--- src/rtl/obstacle_scheduler_pkg.sv ---
// rtl/obstacle_scheduler_pkg.sv - shared types and constants for the obstacle scheduler
//
// Holds the scheduler state encoding, the gap counter width, the obstacle
// type codes shared with the renderer, and the gap calculation.
package obstacle_scheduler_pkg;

    localparam int GAP_W = 7;

    typedef enum logic [1:0] {
        ST_IDLE  = 2'd0,
        ST_LOAD  = 2'd1,
        ST_WAIT  = 2'd2,
        ST_SPAWN = 2'd3
    } sched_state_t;

    typedef enum logic [1:0] {
        OBST_CACTUS_SMALL = 2'd0,
        OBST_CACTUS_LARGE = 2'd1,
        OBST_BIRD_LOW     = 2'd2,
        OBST_BIRD_HIGH    = 2'd3
    } obstacle_t;

    // Frames until the next spawn: base spacing shrunk by difficulty plus
    // up to 31 frames of random jitter.
    function automatic logic [GAP_W-1:0] calc_gap(input int min_gap, input int speed_step,
                                                  input logic [1:0] speed,
                                                  input logic [4:0] jitter);
        int gap;
        gap = min_gap - speed_step * int'(speed) + int'(jitter);
        return GAP_W'(gap);
    endfunction

endpackage

--- src/rtl/obstacle_gap_counter.sv ---
// rtl/obstacle_gap_counter.sv - loadable down-counter measuring frames between obstacles
//
// Ports:
//   clk, reset  clock and asynchronous active-high reset
//   load/value  load the counter with a new gap
//   tick        count one frame (decrements while non-zero)
//   clear       force the counter to zero; wins over load and tick
//   expire      tick arriving while the count is 1
module obstacle_gap_counter
    import obstacle_scheduler_pkg::*;
(
    input  logic             clk,
    input  logic             reset,
    input  logic             load,
    input  logic [GAP_W-1:0] value,
    input  logic             tick,
    input  logic             clear,
    output logic             expire
);

    logic [GAP_W-1:0] count;

    always_ff @(posedge clk or posedge reset) begin
        if (reset) begin
            count <= '0;
        end else if (clear) begin
            count <= '0;
        end else if (load) begin
            count <= value;
        end else if (tick && (count != '0)) begin
            count <= count - GAP_W'(1);
        end
    end

    assign expire = tick && (count == GAP_W'(1));

endmodule

--- src/rtl/obstacle_scheduler.sv ---
// rtl/obstacle_scheduler.sv - paces obstacle spawns from LFSR bytes and game frames
//
// Ports:
//   clk, reset   clock and asynchronous active-high reset
//   frame_tick   one-cycle pulse per game frame
//   run          game active; low drops everything back to IDLE
//   speed        difficulty 0..3, sampled in LOAD
//   rand_in      LFSR byte, sampled in LOAD
//   rand_next    advances the LFSR (high during LOAD)
//   spawn_valid / spawn_ready / spawn_type   spawn handshake to the renderer
//   spawn_count  accepted spawns since reset, saturating at 255
module obstacle_scheduler
    import obstacle_scheduler_pkg::*;
#(
    parameter int MIN_GAP    = 20,
    parameter int SPEED_STEP = 4
) (
    input  logic       clk,
    input  logic       reset,
    input  logic       frame_tick,
    input  logic       run,
    input  logic [1:0] speed,
    input  logic [7:0] rand_in,
    output logic       rand_next,
    output logic       spawn_valid,
    input  logic       spawn_ready,
    output logic [1:0] spawn_type,
    output logic [7:0] spawn_count
);

    sched_state_t     state, next_state;
    obstacle_t        type_q;
    logic [GAP_W-1:0] gap_value;
    logic             gap_expire;
    logic             accept;
    logic             rand_unused_bit;

    // Bit 5 of the LFSR byte is neither jitter nor type.
    assign rand_unused_bit = rand_in[5];

    assign gap_value = calc_gap(MIN_GAP, SPEED_STEP, speed, rand_in[4:0]);
    assign accept    = (state == ST_SPAWN) && spawn_ready && run;

    obstacle_gap_counter u_gap (
        .clk    (clk),
        .reset  (reset),
        .load   (state == ST_LOAD),
        .value  (gap_value),
        .tick   (frame_tick && (state == ST_WAIT)),
        .clear  (!run),
        .expire (gap_expire)
    );

    always_ff @(posedge clk or posedge reset) begin
        if (reset) begin
            state       <= ST_IDLE;
            type_q      <= OBST_CACTUS_SMALL;
            spawn_count <= '0;
        end else begin
            state <= next_state;
            if (state == ST_LOAD) begin
                type_q <= obstacle_t'(rand_in[7:6]);
            end
            if (accept && (spawn_count != 8'hFF)) begin
                spawn_count <= spawn_count + 8'd1;
            end
        end
    end

    always_comb begin
        next_state  = state;
        rand_next   = 1'b0;
        spawn_valid = 1'b0;
        spawn_type  = OBST_CACTUS_SMALL;
        case (state)
            ST_IDLE:  if (run) next_state = ST_LOAD;
            ST_LOAD: begin
                rand_next  = 1'b1;
                next_state = ST_WAIT;
            end
            ST_WAIT:  if (gap_expire) next_state = ST_SPAWN;
            ST_SPAWN: begin
                spawn_valid = 1'b1;
                spawn_type  = type_q;
                if (spawn_ready) next_state = ST_LOAD;
            end
            default:  next_state = ST_IDLE;
        endcase
        // Stopping the game abandons any gap or pending spawn.
        if (!run) next_state = ST_IDLE;
    end

endmodule

--- config.mk ---
export PLATFORM = sky130hd
export DESIGN_NAME = obstacle_scheduler
export DESIGN_NICKNAME = d
export VERILOG_FILES = /design/src/rtl/obstacle_scheduler_pkg.sv /design/src/rtl/obstacle_gap_counter.sv /design/src/rtl/obstacle_scheduler.sv
export SDC_FILE = /design/constraint.sdc
export NUM_CORES = 1
export LEC_CHECK = 0
export BUFFER_PORTS_ARGS = -buffer_cell sky130_fd_sc_hd__buf_2
export CAP_MARGIN = 20
export CORE_MARGIN = 2
export CORE_UTILIZATION = 53
export DETAILED_ROUTE_END_ITERATION = 6
export PLACE_DENSITY_LB_ADDON = 0.15
export SYNTH_ARGS = -nofsm -noshare
export SYNTH_HDL_FRONTEND = slang
export SYNTH_HIERARCHICAL = 1
export SYNTH_SLANG_ARGS = --single-unit
--- constraint.sdc ---
create_clock -name clk -period 2.7 [get_ports clk]
set_input_delay 0.405 -clock clk [delete_from_list [all_inputs] [get_ports clk]]
set_output_delay 0.405 -clock clk [all_outputs]
set_load 0.1 [all_outputs]
After elaboration in Yosys (flattened, before gate mapping). Index checks and enable logic that the tools add are counted. W data, S select, Z words.

Add/subtract/negate cells: 4. Equal/unequal tests: 8. Mux-type cells: 10. Reductions and logical operators: 9.

Operators by type and width (count): $mux W7 (3); $add A8 B1 Y8 const B (1); $mux W2 (4); $ne A8 B8 Y1 const B (1); $pmux W2 S4 (1); $add A6 B6 Y7 (1); $eq A7 B1 Y1 const B (1); $reduce_bool A7 Y1 (1); $sub A7 B1 Y7 const B (1); $logic_and A1 B1 Y1 (6); $ne A3 B3 Y1 const B (2); $sub A5 B4 Y6 const A (1); $eq A2 B2 Y1 const B (2); $ne A3 B1 Y1 const B (1); $eq A2 B1 Y1 const B (1); $logic_not A2 Y1 (1); $mux W1 (2); $reduce_and A2 Y1 (1).

Register bits: 19. Bits of input ports: 15. Word-level logic and storage cells: 35.

Longest topological paths before layout. Gate-level depths: netlist of run 1.

Word-level depth: 6. Mapped depth: 8.

By module. Netlist of run 1, hierarchy kept.

Modules (own cells, without submodules): obstacle_scheduler (times used 1, cells each 69, area each 743.2 µm², seq. area each 300.3 µm²); obstacle_gap_counter (times used 1, cells each 53, area each 473.0 µm², seq. area each 175.2 µm²).

Worst setup path before layout of run 1. Ideal clock, no wire load.

Path kind: register to output. Start: reg state[0]. End: out spawn_type[1]. Data arrival time: 2.065 ns. Slack: 0.230 ns. Stages on the path, launching flop included: 3. Buffers on the path: 0. Cell sequence: dfrtp_1 ha_1 and2_1.

Longest elaborated chain between the ends: 2.

Ends and longest elaborated chain: start, declared (RTL line obstacle_scheduler.sv:31) `sched_state_t state, next_state;`; start signal, assigned (RTL line obstacle_scheduler.sv:60) `state <= next_state;`; $eq A2 B2 Y1 (RTL line obstacle_scheduler.sv:75) `case (state)`; $mux W2 (RTL line obstacle_scheduler.sv:75); end, declared (RTL line obstacle_scheduler.sv:27) `output logic [1:0] spawn_type,`.

No other way between the ends.

Final worst setup path of run 1.
Start: reg state[0]. End: reg u_gap.count[3].

Longest elaborated chain between the ends: 4. Elaborated cells on any way between the ends: 7.

Ends and longest elaborated chain: $eq A2 B2 Y1 (RTL line obstacle_scheduler.sv:49) `.tick (frame_tick && (state == ST_WAIT)),`; $logic_and A1 B1 Y1 (RTL line obstacle_scheduler.sv:49); $logic_and A1 B1 Y1 (RTL line obstacle_gap_counter.sv:30) `end else if (tick && (count != '0)) begin`; $ne A3 B1 Y1 (no source line); end signal, assigned (RTL line obstacle_gap_counter.sv:29) `count <= value;`; end signal, assigned (RTL line obstacle_gap_counter.sv:31) `count <= count - GAP_W'(1);`; end, declared (RTL line obstacle_gap_counter.sv:21) `logic [GAP_W-1:0] count;`.

Several ways; a longest one is shown, not always the timed one. A chain may end at the register's enable or synchronous reset.

==> results.toml, run 1 <==
[layout]
finalNetCount = 176
ff_latch_area_um2 = 475
layout_commonest_cell = "buf_2"
area_growth_pct = 15.3
multi_input_area_um2 = 676
layout_common_cells = "buf_2, dfrtp_1, inv_1"
drive_gt1_frac = 0.293
fillers = 196
n_antenna_cell = 0

[timing]
fmax_ghz = 0.494
finalHoldViolations = 0
min_period_ns = 2.02
skew_ns = 0.00516
tns_ns = 0
period_share = 0.749
rsz0062_at_grt = "false"
final-setup-viol-count = 0
drv_slew = 0

[route]
drcViolationCount = 0
ant_nets = 0
vias_per_cell = 5.56
wl_per_cell_um = 13.9
num_vias = 990
wl_mm = 2.47
drtIter0Drc = 21
dr.pass1.iters = 4

[cts]
cts-root-buf = "clkbuf_4"
postCtsHoldBufs = 0
clock_latency_ns = 0.31
cts_tree = "yes"
clk_path_buf_depth = 2
cts_buffers = 3
post_cts_buffers = 0
htreeDepth = 1
clk_pin_slew_ns = 0.12
clock-sinks = 19
cts_resized = 0

[die]
core.rowCount = 17
start_util = 0.555
die_y_um = 51.9
die_x_um = 51.9
dieArea_mm2 = 0.00269
core-area_mm2 = 0.00219
io_pins = 27

[status]
status = "finished clean"

[worst_setup_path]
path_delay_family = "simple AND/OR/NAND/NOR gates"
critPathLaunchType = "flop"
endpoint_kind = "flop"
cp_cell_sequence = "inv_1, ha_1, and2_1, or4b_2, nand3_1, o21ai_1, a21o_1"
crit_slowest_cell = "or4b_2"
r2r-end = "u_gap/count[3]"
worst-setup-path-type = "flop to flop"
cp.arrival_ns = 2.23
path_max_fanout = 6
worst_r2r_startpoint = "state[0]"
ff2ff_setup_slack_ns = 0.68
required_ns = 2.91
critPathBufInv = 1
cpPeakStageDelay_ns = 0.61
rr_worst_depth = 7

[yosys]
synth_xor_area_frac = 0.0432
synth_seq_area_share = 0.391
yosys.area_share.adder = 0.109
syn_nets = 147
yosys_warnings = 6
synth_compound_area_frac = 0.163
synth_top_family_by_area = "simple AND/OR/NAND/NOR gates"
syn_area_mm2 = 0.00122
syn_inst = 122
ys_types = 44
ys_ff_latch = 19
synth_simple_gate_area_frac = 0.183
muxShareOfSynthArea = 0.0545
syn_area_per_cell_um2 = 9.97

[grt]
grt_pass1_vias = 898
grt_pass1_wl_mm = 4.02
grt_max_degree = 13
grt_overflow_total = 0
grt_usage = 0.208
antenna_found_initial = 0

[place]
dp_hpwl_mm = 1.83
portBuffers = 25
gp_congestion = 0.809

[min_path]
hold_class = "input pin to asynchronous set/reset pin"

[flow_run]
maxCapViolCount = 0

[pwr]
ir_worst_vdd_v = 0.000730
total_power_uw = 1290
p_leak_uw = 0.000709
p_per_area_mw_per_mm2 = 917
cell usage after synthesis, drive strengths merged:
master   n  share of area
o21bai   1         0.0062
o22ai    2          0.010
nor4     1         0.0051
or4      1         0.0093
mux2i    1         0.0082
a31oi    2          0.010
ha       9          0.093
nand4    1         0.0051
o311ai   1         0.0072
a221o    1         0.0082
fa       1          0.016
nand2b   1         0.0051
nor2b    1         0.0051
or4b     1         0.0082
dfrtp   19           0.39
xor2     1         0.0072
mux2     5          0.046
o21ai    4          0.035
clkbuf   1         0.0031
conb     1         0.0031
nor2     6          0.019
o211ai   3          0.023
a21o     3          0.019
and3     3          0.021
inv     15          0.046
buf      1         0.0041
nor3     4          0.021
nand3    4          0.027
and2     5          0.026
o32ai    1         0.0072
or3      1         0.0051
xnor2    5          0.036
nand2    9          0.028
a211oi   2          0.016
a21oi    5          0.021
power breakdown:
group	total [uW]	switching (uW)	internal, uW	leakage, uW
logic	708	491	218	0.000439
registers	426	66.2	360	0.000252
clock network	152	96.8	55.5	0.0000177
area by class of cell:
type,count,share of cell area
clock buffers,3,0.0161
flip-flops and latches,19,0.339
repair buffers,26,0.0946
well taps,28,0.0250
clock inverters,1,0.00357
inverters,15,0.0401
multi-input cells,86,0.482
how the worst max path moves through the flow:
stage,startpoint,to,slack [ns],cells after the start
after floorplan,state[0],spawn_type[1],0.23,2
after global placement,state[0],u_gap/count[3],0.77,7
after detailed placement,state[0],u_gap/count[3],0.70,7
after CTS,state[1],rand_next,0.67,4
after global routing,state[0],u_gap/count[3],0.54,7
final,state[0],u_gap/count[3],0.68,7
metrics by stage:
step	instances	hold slack, ns	setup slack [ns]	util	cell area, um2
floorplan	122	0.208	0.230	-	1220
global placement	174	0.369	0.770	0.628	1380
detailed placement	174	0.373	0.698	0.628	1380
finish	178	0.0339	0.678	0.640	1400
CTS	178	0.0245	0.675	0.640	1400
global route	178	0.0359	0.544	0.640	1400
state kept, by name, indices dropped and copies added (netlist names):
name,cells
type_q,2
state,2
spawn_count,8
u_gap/count,7
cell families after synthesis:
group                    Yosys count
other                              1
flip-flops                        19
AO/OA/AOI/OAI                     25
adder cells (fa/ha/maj)           10
AND/OR/NAND/NOR                   38
XOR/XNOR                           6
multiplexers                       6
buffers and inverters             17
layer usage:
metal / global-route usage / vias up / routed length, um / share of wire
li1: - / 479 / - / -
met1: 0.292 / 472 / 1220 / 0.49
met2: 0.302 / 30 / 1070 / 0.43
met3: 0.0259 / 9 / 102 / 0.041
met4: 0.132 / 0 / 83 / 0.034
met5: 0 / - / 0 / 0
Note: power is estimated with default switching activity, not from simulation.
==> run 2, diff against run 1 <==
==> constraint.sdc (replaced) <==
create_clock -name clk -period 2 [get_ports clk]
set_input_delay 0.3 -clock clk [delete_from_list [all_inputs] [get_ports clk]]
set_output_delay 0.3 -clock clk [all_outputs]
set_load 0.1 [all_outputs]
==> results.toml, run 2 (same netlist as run 1, synthesis figures left out) <==
[pwr]
ir_worst_vdd_v = 0.000907
p_leak_uw = 0.000707
p_per_area_mw_per_mm2 = 1220
comb_power_share = 0.560
seqPwrFrac = 0.329
total_power_uw = 1760
clock_power_share = 0.111
p_int_uw = 878
sw_frac_of_total = 0.502
p_sw_uw = 885

[place]
portBuffers = 25
place_inst = 174
dp_hpwl_mm = 1.90
gp_congestion = 0.821

[route]
drcViolationCount = 0
wl_per_cell_um = 13.5
dr.pass1.iters = 4
vias_per_cell = 5.47
num_vias = 985
ant_nets = 0
wl_mm = 2.43
drtIter0Drc = 19

[cts]
clock-sinks = 19
clock_latency_ns = 0.29
cts_tree = "yes"
cts_buffers = 3
clk_pin_slew_ns = 0.11
cts-root-buf = "clkbuf_4"
htreeDepth = 1
clk_path_buf_depth = 2

[timing]
tns_ns = 0
min_period_ns = 1.86
final-setup-viol-count = 0
fmax_ghz = 0.538
skew_ns = 0.00390
drv_slew = 0
finalHoldViolations = 0
period_share = 0.929
rsz0062_at_grt = "false"

[die]
core-area_mm2 = 0.00219
core.rowCount = 17
start_util = 0.555
io_pins = 27
die_x_um = 51.9
die_y_um = 51.9
dieArea_mm2 = 0.00269

[min_path]
hold_class = "input pin to flop"
hold_depth = 2
whs_endpoint = "type_q[0]"
hp-start = "rand_in[6]"

[grt]
grt_max_degree = 13
grt_use_met3 = 0.0345
grt_usage = 0.203
grt_overflow_total = 0
busiest_layer = "met2"
grt_pass1_wl_mm = 4.06
antenna_found_initial = 0
grt_util_met1 = 0.232
grt_pass1_vias = 1001
use_met2 = 0.365

[worst_setup_path]
cp.arrival_ns = 1.56
worst_r2r_startpoint = "state[0]"
cp_cell_sequence = "inv_1, ha_2, clkbuf_4"
required_ns = 1.70
endpoint_kind = "output pin"
path_max_fanout = 12
crit_slowest_cell = "dfrtp_1"
rr_worst_depth = 7
critPathLaunchType = "flop"
worst-setup-path-type = "flop to output pin"
r2r-end = "u_gap/count[3]"
ff2ff_setup_slack_ns = 0.15
cpPeakStageDelay_ns = 0.44

[layout]
reg_top3 = "spawn_count x8, u_gap/count x7"
regMostFlops = "spawn_count"
n_antenna_cell = 0
finalNetCount = 178
final_util = 0.660
final_cells = 180
area_growth_pct = 18.8
layout_commonest_cell = "buf_2"
drive_gt1_frac = 0.349
layout_common_cells = "buf_2, inv_1, dfrtp_1"
largest_reg_flops = 8

[flow_run]
maxCapViolCount = 0

[status]
status = "finished clean"
## run 2: power by group through the flow
stage / clock [uW] / sequential, uW / combinational, uW
final: 196 / 580 / 987
after global routing: 217 / 599 / 1070
after CTS: 206 / 582 / 975
after detailed placement: 0 / 589 / 968
after global placement: 0 / 582 / 935
after floorplan: 0 / 741 / 639
## run 2: cell type report
cell class / instances / area (um2)
Clock buffer: 3 / 22.5
Timing Repair Buffer: 28 / 153
Clock inverter: 1 / 5.00
Sequential cell: 19 / 483
Inverter: 15 / 56.3
Tap cell: 28 / 35.0
Fill cell: 198 / 746
Multi-Input combinational cell: 86 / 691
## run 2: routing by layer
layer | wire, um | vias to the layer above | share of wire
met2 | 1310 | 22 | 0.54
met5 | 0 | - | 0
met4 | 10 | 0 | 0.0041
li1 | - | 486 | -
met1 | 1030 | 475 | 0.42
met3 | 87 | 2 | 0.036
## run 2: critical path, delay by kind of cell, from the launching register on
kind,cells,cell delay [ns]
buf+inv,2,0.49
flops,1,0.44
fa+ha+maj,1,0.33
## run 2: metrics by stage
step / setup WS, ns / instance area, um2 / hold WS, ns
floorplan: 0.122 / 1240 / 0.103
detailed placement: 0.154 / 1400 / 0.258
global placement: 0.196 / 1400 / 0.264
finish: 0.142 / 1450 / 0.234
CTS: 0.0369 / 1430 / 0.221
global route: 0.00821 / 1450 / 0.229
## run 2: what timing repair did
action | CTS | global route
setup buffers | 0 | 1
endpoints found under the setup margin | 0 | 2
resized for setup | 0 | 2
hold buffers | 1 | 0
endpoints found under the hold margin | 7 | 0
## run 2: worst max path at each step
| stage | from | end | cells past startpoint |
|---|---|---|---|
| after floorplan | state[0] | u_gap/count[3] | 7 |
| after global placement | state[0] | u_gap/count[3] | 7 |
| after detailed placement | state[0] | u_gap/count[3] | 7 |
| after CTS | state[1] | rand_next | 3 |
| after global routing | state[0] | u_gap/count[3] | 7 |
| final | state[1] | rand_next | 3 |
